===== src/rtl/add_sub_arbiter.sv =====
// Round-robin arbiter sharing one add/sub datapath among N_REQ requesters,
// with a single-entry registered response slot.

module add_sub #(
  parameter int unsigned WIDTH = 8
) (
  input  logic [WIDTH-1:0] a,
  input  logic [WIDTH-1:0] b,
  input  logic             sub,
  output logic [WIDTH-1:0] result,
  output logic             carry
);

  logic [WIDTH:0] full;

  // Zero-extended subtract leaves the borrow (a < b) in the top bit.
  always_comb begin
    full   = sub ? ({1'b0, a} - {1'b0, b}) : ({1'b0, a} + {1'b0, b});
    result = full[WIDTH-1:0];
    carry  = full[WIDTH];
  end

endmodule

module add_sub_arbiter #(
  parameter int unsigned WIDTH = 8,
  parameter int unsigned N_REQ = 4,
  parameter int unsigned ID_W  = $clog2(N_REQ)
) (
  input  logic                   clk,
  input  logic                   rst_n,
  input  logic [N_REQ-1:0]       req_valid,
  output logic [N_REQ-1:0]       req_ready,
  input  logic [N_REQ*WIDTH-1:0] req_a,
  input  logic [N_REQ*WIDTH-1:0] req_b,
  input  logic [N_REQ-1:0]       req_sub,
  output logic                   rsp_valid,
  input  logic                   rsp_ready,
  output logic [ID_W-1:0]        rsp_id,
  output logic [WIDTH-1:0]       rsp_result,
  output logic                   rsp_carry
);

  typedef enum logic {
    EMPTY = 1'b0,
    FULL  = 1'b1
  } slot_t;

  slot_t           state, state_d;
  logic [ID_W-1:0] ptr;
  logic [ID_W-1:0] win;
  logic [ID_W-1:0] cand;
  logic            found;
  logic            slot_free;
  logic            xfer;
  logic [WIDTH-1:0] op_a, op_b;
  logic            op_sub;
  logic [WIDTH-1:0] sum;
  logic            sum_carry;

  // Search ptr+1, ptr+2, ... modulo N_REQ; first valid requester wins.
  always_comb begin
    found = 1'b0;
    win   = '0;
    cand  = '0;
    for (int unsigned k = 1; k <= N_REQ; k++) begin
      cand = ID_W'((32'(ptr) + k) % N_REQ);
      if (!found && req_valid[cand]) begin
        found = 1'b1;
        win   = cand;
      end
    end
  end

  assign slot_free = (state == EMPTY) || rsp_ready;
  assign req_ready = (rst_n && found && slot_free) ? (N_REQ'(1) << win) : '0;
  assign xfer      = |req_ready;

  assign op_a   = req_a[win*WIDTH +: WIDTH];
  assign op_b   = req_b[win*WIDTH +: WIDTH];
  assign op_sub = req_sub[win];

  add_sub #(.WIDTH(WIDTH)) u_add_sub (
    .a      (op_a),
    .b      (op_b),
    .sub    (op_sub),
    .result (sum),
    .carry  (sum_carry)
  );

  // A transfer overrides a concurrent drain so the slot stays full without a bubble.
  always_comb begin
    state_d = state;
    if (xfer)
      state_d = FULL;
    else if (state == FULL && rsp_ready)
      state_d = EMPTY;
  end

  always_ff @(posedge clk) begin
    if (!rst_n) begin
      state      <= EMPTY;
      ptr        <= ID_W'(N_REQ - 1);
      rsp_id     <= '0;
      rsp_result <= '0;
      rsp_carry  <= 1'b0;
    end else begin
      state <= state_d;
      if (xfer) begin
        ptr        <= win;
        rsp_id     <= win;
        rsp_result <= sum;
        rsp_carry  <= sum_carry;
      end
    end
  end

  assign rsp_valid = (state == FULL);

endmodule

===== config.mk =====
export PLATFORM = sky130hd
export DESIGN_NAME = add_sub_arbiter
export DESIGN_NICKNAME = d
export VERILOG_FILES = /design/src/rtl/add_sub_arbiter.sv
export SDC_FILE = /design/constraint.sdc
export NUM_CORES = 1
export LEC_CHECK = 0
export ABC_AREA = 1
export CORE_MARGIN = 2
export CORE_UTILIZATION = 43
export CTS_CLUSTER_DIAMETER = 40
export DETAILED_ROUTE_END_ITERATION = 12
export PLACE_DENSITY = 0.81
export SETUP_SLACK_MARGIN = 0.05
export SYNTH_ARGS = -nofsm -noshare
export SYNTH_HDL_FRONTEND = slang
export SYNTH_HIERARCHICAL = 1
export SYNTH_SLANG_ARGS = --single-unit

===== constraint.sdc =====
create_clock -name clk -period 5.7 [get_ports clk]
set_input_delay 1.14 -clock clk [delete_from_list [all_inputs] [get_ports clk]]
set_output_delay 1.14 -clock clk [all_outputs]
set_load 0.01 [all_outputs]

==> results.sh, run 1 <==
export IMPL_numCtsBuffers=3
export IMPL_synth_top_area_share_pct=36.8
export IMPL_synth_fp_nets=498
export IMPL_coreArea_um2=4820
export IMPL_regArea_um2=280
export IMPL_cp_slowest_cell="clkdlybuf4s50_1"
export IMPL_syn_inst=413
export IMPL_routed_wl_mm=6.34
export IMPL_crit_path_end="req_ready[3]"
export IMPL_rows=25
export IMPL_multi_input_area_um2=1610
export IMPL_clock_sinks=14
export IMPL_grtUsageMet3_pct=2.14
export IMPL_met1_usage_pct=27.9
export IMPL_ys_seq_elements=14
export IMPL_crit_path_max_fanout=37
export IMPL_synth_cell_types=28
export IMPL_slew_viol_final=0
export IMPL_route_detailed_drc=0
export IMPL_rsz0062_at_grt="false"
export IMPL_clkSlewWorstSetupHoldPaths_ns=0.05
export IMPL_status="finished, final reports clean"
export IMPL_drive_gt1_share_pct=5.51
export IMPL_path_delay_family="simple AND/OR/NAND/NOR gates"
export IMPL_antenna_found_initial=0
export IMPL_setup_tns_ns=0
export IMPL_cts_tree="done"
export IMPL_grt_overflow=0
export IMPL_nFillCells=490
export IMPL_crit_path_start_kind="input pin"
export IMPL_clk_latency_ns=0.24
export IMPL_critical_path_buf_inv_count=4
export IMPL_startpoint="req_valid[0]"
export IMPL_cp_cell_sequence="clkdlybuf4s50_1 -> nand2_1 -> nand2_1 -> nand2_1 -> nand2_1 -> inv_2 -> nand3_4 -> nand3_4 -> inv_2 -> nand2_1 -> nor2_1 -> clkdlybuf4s50_1"
export IMPL_first_pass_iters=4
export IMPL_num_vias=2785
export IMPL_reg2reg_to="rsp_result[7]"
export IMPL_final_cell_mix="214 x nand2_1, 90 x clkdlybuf4s50_1, 36 x inv_1, 35 x nand4_1, 24 x nand3_1"
export IMPL_worstPathArrival_ns=3.77
export IMPL_hold_buffers=0
export IMPL_synth_warnings=6
export IMPL_grt_pass1_vias=2439
export IMPL_layout_nets=576
export IMPL_die_width_um=75.2
export IMPL_hp_class="flop to flop"
export IMPL_post_cts_resize_count=0
export IMPL_globalRouteMet2Util_pct=42.5
export IMPL_dp_final_hpwl_mm=5.06
export IMPL_vias_per_cell=5.00
export IMPL_final_common_cell="nand2_1"
export IMPL_worstPathRequired_ns=4.56
export IMPL_slowest_delay_ns=0.55
export IMPL_ios=91
export IMPL_r2r_start="ptr[0]"
export IMPL_crit_path_frequent_cell="nand2_1"
export IMPL_rr_worst_depth=27
export IMPL_wl_per_cell_um=11.4
export IMPL_final_hold_viol_count=0
export IMPL_syn_area_um2=2180
export IMPL_drt_iter0_drc=109
export IMPL_ys_seq_area_share_pct=12.9
export IMPL_post_cts_buffers=0
export IMPL_areaGrowthSynthToFinish_pct=42.9
export IMPL_crit_cells=12
export IMPL_numPortBuffers=90
export IMPL_busiest_layer="met2"
export IMPL_drv_cap=0
export IMPL_max_freq_mhz=204
export IMPL_synth_top_cell_by_area="nand2_1"
export IMPL_cts_root_buf="clkbuf_8"
export IMPL_syn_avg_cell_area_um2=5.28
export IMPL_worst_pin_slew_ns=0.434
export IMPL_grt_max_degree=38
export IMPL_h_tree_depth=1
export IMPL_relSlewSlack_pct=71.0
export IMPL_clock_skew_ns=0.00163
export IMPL_start_util_pct=45.3
export IMPL_die_area_um2=5660
export IMPL_crit_path_end_kind="primary output"
export IMPL_setup_viol=0
export IMPL_diodes=0
export IMPL_r2r_setup_slack_ns=1.60
export IMPL_criticalPathCategory="input pin to primary output"
export IMPL_fin_crit_ns=4.91
export IMPL_clock_path_buffers=2
export IMPL_track_usage_pct=22.7
export IMPL_synthTopCellsByArea="nand2_1 37%, dfxtp_1 13%, nand4_1 10%"
export IMPL_die_h_um=75.2
export IMPL_gp_congestion=0.931
export IMPL_fin_crit_sh_pct=86.1
export IMPL_antenna_left=0
export IMPL_grt_pass1_wl_mm=10.4
-- flip-flops by register name, summed over array words and instances (netlist names) --
signal / flops
rsp_id: 2
rsp_result: 8
ptr: 2
rsp_carry: 1
rsp_valid: 1
-- area by class of cell --
| class | instances | area share, % |
|---|---|---|
| Inverter | 44 | 5.38 |
| Clock buffer | 4 | 1.77 |
| Multi-Input combinational cell | 335 | 51.5 |
| Sequential cell | 14 | 9.00 |
| Timing Repair Buffer | 93 | 29.6 |
| Tap cell | 67 | 2.69 |
-- metal layers --
metal / vias up / share of wire [%]
met5: - / 0
met4: 0 / 0.90
met3: 8 / 6.5
met2: 107 / 49
met1: 1210 / 44
li1: 1460 / -
-- per-stage QoR --
step	hold WS, ns	util (%)	area [um2]	instances	setup WS [ns]
floorplan	0.487	-	2180	413	1.98
finish	0.460	64.7	3120	557	0.792
detailed placement	0.457	63.5	3060	553	0.777
global placement	0.453	63.5	3060	553	0.843
global route	0.484	64.7	3120	557	0.495
CTS	0.465	64.7	3120	557	0.797
-- worst min-delay path: cells and delay by family, from the launching register on --
family           cells  cell delay, ns
DFF                  1            0.30
and+or+nand+nor      2            0.11
-- kinds of logic (layout without fill, tap and decap cells) --
logic type,Yosys count,in the layout,share of synthesized area (%)
muxes,1,1,0.459
DFF,14,14,12.9
and+or+nand+nor,305,305,61.3
xor gates and xnor gates,6,6,2.41
buffers and inverters,64,141,13.5
adders and majority gates,10,10,6.08
AOI/OAI and AO/OA,13,13,3.39
-- how the worst min path moves through the flow --
stage                   from             to  slack, ns  depth (start not counted)
5_1_grt        rsp_result[3]  rsp_result[3]       0.48                          2
2_1_floorplan      rsp_carry      rsp_carry       0.49                          2
3_3_place_gp   rsp_result[1]  rsp_result[1]       0.45                          2
4_1_cts        rsp_result[3]  rsp_result[3]       0.46                          2
6_report       rsp_result[3]  rsp_result[3]       0.46                          2
3_5_place_dp   rsp_result[3]  rsp_result[3]       0.46                          2
-- synthesized netlist by cell type, drive strengths merged --
cell type  instances
nand3b             2
nor2              18
dfxtp             14
nor3               1
nand2            219
buf               19
clkbuf             1
fa                 1
xnor2              6
a21oi              4
inv               44
nand4             35
o21ai              8
a31oi              1
ha                 9
nand3             28
mux2i              1
or2                2
Power of run 1 is left out: the tool's default activity adds up to more than one toggle a clock period on the data nets, which glitch-free logic cannot reach.
==> run 2: changes to the inputs <==
Settings changed: CTS_CLUSTER_DIAMETER 40 to 120.
Clock period 5.7 ns to 4.85 ns, I/O delays scaled along.
==> run 2 against run 1 <==
Non-clock buffer count grew 1. Critical path depth did not move. Clock skew hardly changed. Global-route usage up 1.1 points. Core utilization decreased by 0.13 points. Via count decreased by 1.7%. Register-to-register slack got worse by 0.54 ns. Sequential share of layout area about the same. Setup slack worse by 0.31 ns. Critical endpoint is now req_ready[1].
==> results.sh, run 2 (synthesis gave the netlist of run 1 again) <==
export IMPL_coreArea_um2=4820
export IMPL_grt_max_degree=36
export IMPL_startpoint="req_valid[0]"
export IMPL_num_vias=2737
export IMPL_numCtsBuffers=3
export IMPL_place_area_um2=3070
export IMPL_clock_sinks=14
export IMPL_registers_top_by_ff_count="rsp_result"
export IMPL_largest_reg_flops=8
export IMPL_routed_wl_mm=6.28
export IMPL_vias_per_cell=4.91
export IMPL_min_from="rsp_result[6]"
export IMPL_worstPathArrival_ns=3.40
export IMPL_path_delay_family="buffers and inverters"
export IMPL_criticalPathCategory="input pin to primary output"
export IMPL_r2r_start="ptr[0]"
export IMPL_areaGrowthSynthToFinish_pct=42.6
export IMPL_fin_hold_ws_ns=0.460
export IMPL_grt_pass1_vias=2534
export IMPL_cp_slowest_cell="clkdlybuf4s50_1"
export IMPL_post_cts_buffers=0
export IMPL_design_area_um2=3110
export IMPL_clock_path_buffers=2
export IMPL_rsz0062_at_grt="false"
export IMPL_fin_crit_sh_pct=90.1
export IMPL_final_cell_mix="214 x nand2_1, 90 x clkdlybuf4s50_1, 36 x inv_1, 35 x nand4_1, 24 x nand3_1"
export IMPL_ios=91
export IMPL_slew_viol_final=0
export IMPL_dp_final_hpwl_mm=5.21
export IMPL_rows=25
export IMPL_wl_per_cell_um=11.3
export IMPL_clkSlewWorstSetupHoldPaths_ns=0.05
export IMPL_cts_tree="done"
export IMPL_setup_viol=0
export IMPL_numPortBuffers=90
export IMPL_regArea_um2=280
export IMPL_setup_ws_ns=0.480
export IMPL_track_usage_pct=23.9
export IMPL_drive_gt1_share_pct=5.51
export IMPL_drt_iter0_drc=101
export IMPL_die_area_um2=5660
export IMPL_clk_latency_ns=0.24
export IMPL_fin_crit_ns=4.37
export IMPL_dp_slack_ns=0.315
export IMPL_crit_path_start_kind="input pin"
export IMPL_max_freq_mhz=229
export IMPL_hold_buffers=0
export IMPL_antenna_found_initial=0
export IMPL_final_common_cell="nand2_1"
export IMPL_hp_class="flop to flop"
export IMPL_route_detailed_drc=0
export IMPL_die_width_um=75.2
export IMPL_gp_congestion=0.900
export IMPL_h_tree_depth=1
export IMPL_layout_nets=577
export IMPL_worst_pin_slew_ns=0.417
export IMPL_cp_cell_sequence="clkdlybuf4s50_1 -> nand2_1 -> nand2_1 -> nand2_1 -> nand2_1 -> nand2_1 -> nand3_2 -> nand3_4 -> inv_2 -> nand2_1 -> nor2_1 -> clkdlybuf4s50_1"
export IMPL_drv_cap=0
export IMPL_final_hold_viol_count=0
export IMPL_reg_top3="rsp_result x8, ptr x2, rsp_id x2"
export IMPL_post_cts_resize_count=0
export IMPL_critical_path_buf_inv_count=3
export IMPL_nFillCells=490
export IMPL_relSlewSlack_pct=72.2
export IMPL_worstPathRequired_ns=3.88
export IMPL_crit_path_max_fanout=35
export IMPL_multi_input_area_um2=1610
export IMPL_clock_skew_ns=0.00187
export IMPL_status="finished, final reports clean"
export IMPL_crit_path_end_kind="primary output"
export IMPL_first_pass_iters=6
export IMPL_diodes=0
export IMPL_grt_overflow=0
export IMPL_grt_pass1_wl_mm=10.7
export IMPL_start_util_pct=45.3
export IMPL_slowest_delay_ns=0.57
export IMPL_antenna_left=0
export IMPL_crit_path_frequent_cell="nand2_1"
export IMPL_setup_tns_ns=0
export IMPL_die_h_um=75.2
export IMPL_cts_root_buf="clkbuf_8"
[run 2: changes by cell type in the layout (fill, tap and decap cells not counted), sizes merged]
cell    before  now
buf          3    4
clkbuf       4    3
[run 2: per-stage QoR]
step | util, % | std cells
after CTS | 64.5 | 557
after global placement | 63.7 | 554
after floorplan | - | 413
after global routing | 64.5 | 557
after detailed placement | 63.7 | 554
final | 64.5 | 557
[run 2: final timing paths]
check	cells after the start	end	slack (ns)
max	12	req_ready[1]	0.48
min	2	rsp_result[6]	0.46
max reg2reg	25	rsp_result[7]	1.06
min reg2reg	2	rsp_result[6]	0.46
[run 2: layer usage]
metal / vias to the layer above / global-route usage, % / wire (um)
li1: 1464 / - / -
met1: 1165 / 27.7 / 2650
met2: 92 / 42.9 / 3000
met3: 16 / 4.28 / 449
met4: 0 / 9.94 / 181
met5: - / 0 / 0
[run 2: cell type report]
class                           count  share of cell area, %
Timing Repair Buffer               94                   29.9
Sequential cell                    14                   9.01
Tap cell                           67                   2.70
Inverter                           44                   5.39
Multi-Input combinational cell    335                   51.6
Clock buffer                        3                   1.33
[run 2: worst min-delay path, cell delays in order, from the launching register on]
cell and delay, ns:
dfxtp_1 0.30, nand3_1 0.07, nand2_1 0.04
Power of run 2 is left out for the same reason.
==> run 3: changes to the inputs <==
Settings changed: CORE_ASPECT_RATIO set to 1.5.
==> run 3 against run 2 <==
Critical path depth is the same. Die area increased by 0.20%. Wire length rose by 1.4%. Setup slack improved by 0.079 ns. Final area is essentially flat. Sequential share of layout area about the same. Final cell count down 0.18%. Core utilization decreased by 0.44 points. Flip-flop and latch count stayed put. Clock skew up 0.0014 ns. First-iteration DRC count increased by 12%. Critical endpoint is now req_ready[3]. Highest routed layer unchanged.
==> results.sh, run 3 (synthesis gave the netlist of run 1 again) <==
export IMPL_routed_wl_mm=6.37
export IMPL_num_vias=2803
export IMPL_coreArea_um2=4850
export IMPL_drv_cap=0
export IMPL_gp_congestion=0.937
export IMPL_grt_pass1_vias=2537
export IMPL_critical_path_buf_inv_count=4
export IMPL_cp_slowest_cell="clkdlybuf4s50_1"
export IMPL_nFillCells=480
export IMPL_fin_crit_ns=4.29
export IMPL_registers_top_by_ff_count="rsp_result"
export IMPL_grt_max_degree=36
export IMPL_fin_cells=556
export IMPL_slowest_delay_ns=0.55
export IMPL_crit_path_frequent_cell="nand2_1"
export IMPL_status="finished, final reports clean"
export IMPL_hp_class="flop to flop"
export IMPL_antenna_found_initial=0
export IMPL_start_util_pct=45.0
export IMPL_busiest_layer="met2"
export IMPL_globalRouteMet2Util_pct=42.2
export IMPL_cts_root_buf="clkbuf_8"
export IMPL_ios=91
export IMPL_hold_buffers=0
export IMPL_cts_tree="done"
export IMPL_rsz0062_at_grt="false"
export IMPL_antenna_left=0
export IMPL_slew_viol_final=0
export IMPL_wl_per_cell_um=11.4
export IMPL_clock_sinks=14
export IMPL_drive_gt1_share_pct=5.51
export IMPL_clk_latency_ns=0.24
export IMPL_fin_crit_sh_pct=88.5
export IMPL_track_usage_pct=21.7
export IMPL_first_pass_iters=4
export IMPL_rows=31
export IMPL_setup_viol=0
export IMPL_multi_input_area_um2=1610
export IMPL_crit_path_start_kind="input pin"
export IMPL_vias_per_cell=5.04
export IMPL_regArea_um2=280
export IMPL_grt_pass1_wl_mm=10.5
export IMPL_crit_path_max_fanout=35
export IMPL_post_place_cells=553
export IMPL_path_delay_family="buffers and inverters"
export IMPL_clock_path_buffers=2
export IMPL_diodes=0
export IMPL_largest_reg_flops=8
export IMPL_worstPathRequired_ns=3.88
export IMPL_die_h_um=91.2
export IMPL_post_cts_buffers=0
export IMPL_worst_pin_slew_ns=0.426
export IMPL_final_cell_mix="214 x nand2_1, 90 x clkdlybuf4s50_1, 36 x inv_1, 35 x nand4_1, 24 x nand3_1"
export IMPL_route_detailed_drc=0
export IMPL_numPortBuffers=90
export IMPL_dp_slack_ns=0.389
export IMPL_clkSlewWorstSetupHoldPaths_ns=0.05
export IMPL_die_width_um=62.1
export IMPL_fin_hold_ws_ns=0.466
export IMPL_grtUsageMet3_pct=2.73
export IMPL_criticalPathCategory="input pin to primary output"
export IMPL_worstPathArrival_ns=3.32
export IMPL_h_tree_depth=1
export IMPL_setup_ws_ns=0.559
export IMPL_grt_overflow=0
export IMPL_r2r_setup_slack_ns=1.07
export IMPL_die_area_um2=5670
export IMPL_final_common_cell="nand2_1"
export IMPL_relSlewSlack_pct=71.6
export IMPL_cp_cell_sequence="clkdlybuf4s50_1 -> nand2_1 -> nand2_1 -> nand2_1 -> inv_1 -> nor2_1 -> nand3_4 -> nand3_4 -> inv_2 -> nand2_1 -> nor2_1 -> clkdlybuf4s50_1"
export IMPL_met1_usage_pct=24.9
export IMPL_numCtsBuffers=3
export IMPL_max_freq_mhz=233
export IMPL_final_hold_viol_count=0
export IMPL_clock_skew_ns=0.00324
export IMPL_crit_path_end_kind="primary output"
export IMPL_areaGrowthSynthToFinish_pct=42.5
export IMPL_reg_top3="rsp_result x8, ptr x2, rsp_id x2"
export IMPL_layout_nets=577
export IMPL_dp_final_hpwl_mm=5.06
export IMPL_drt_iter0_drc=113
export IMPL_post_cts_resize_count=0
export IMPL_setup_tns_ns=0
[run 3: cell counts in the layout (fill, tap and decap cells not counted)]
No cell type changed its count.
[run 3: area by class of cell]
cell class | count | share of cell area (%)
Multi-Input combinational cell | 335 | 51.7
Tap cell | 66 | 2.66
Clock buffer | 3 | 1.33
Inverter | 44 | 5.39
Sequential cell | 14 | 9.02
Timing Repair Buffer | 94 | 30.0
[run 3: stage by stage]
step | utilization (%) | instance area [um2]
final | 64.1 | 3110
after global routing | 64.1 | 3110
after CTS | 64.1 | 3110
after detailed placement | 63.3 | 3070
after global placement | 63.3 | 3070
after floorplan | - | 2180
[run 3: routing by layer]
layer | wire (um) | up-vias
li1 | - | 1465
met1 | 2470 | 1241
met2 | 3470 | 87
met3 | 329 | 10
met4 | 96 | 0
met5 | 0 | -
[run 3: worst paths after layout]
check	end	start	cells after the start
worst max-delay path	req_ready[3]	req_valid[3]	12
worst max register to register	rsp_result[5]	ptr[0]	25
worst min-delay path	rsp_result[4]	rsp_result[4]	2
worst min register to register	rsp_result[4]	rsp_result[4]	2
[run 3: tightest hold or removal path: stages, from the launching register on]
cell     delay (ns)
dfxtp_1        0.30
nand3_1        0.07
nand2_1        0.05
Power of run 3 is left out for the same reason.
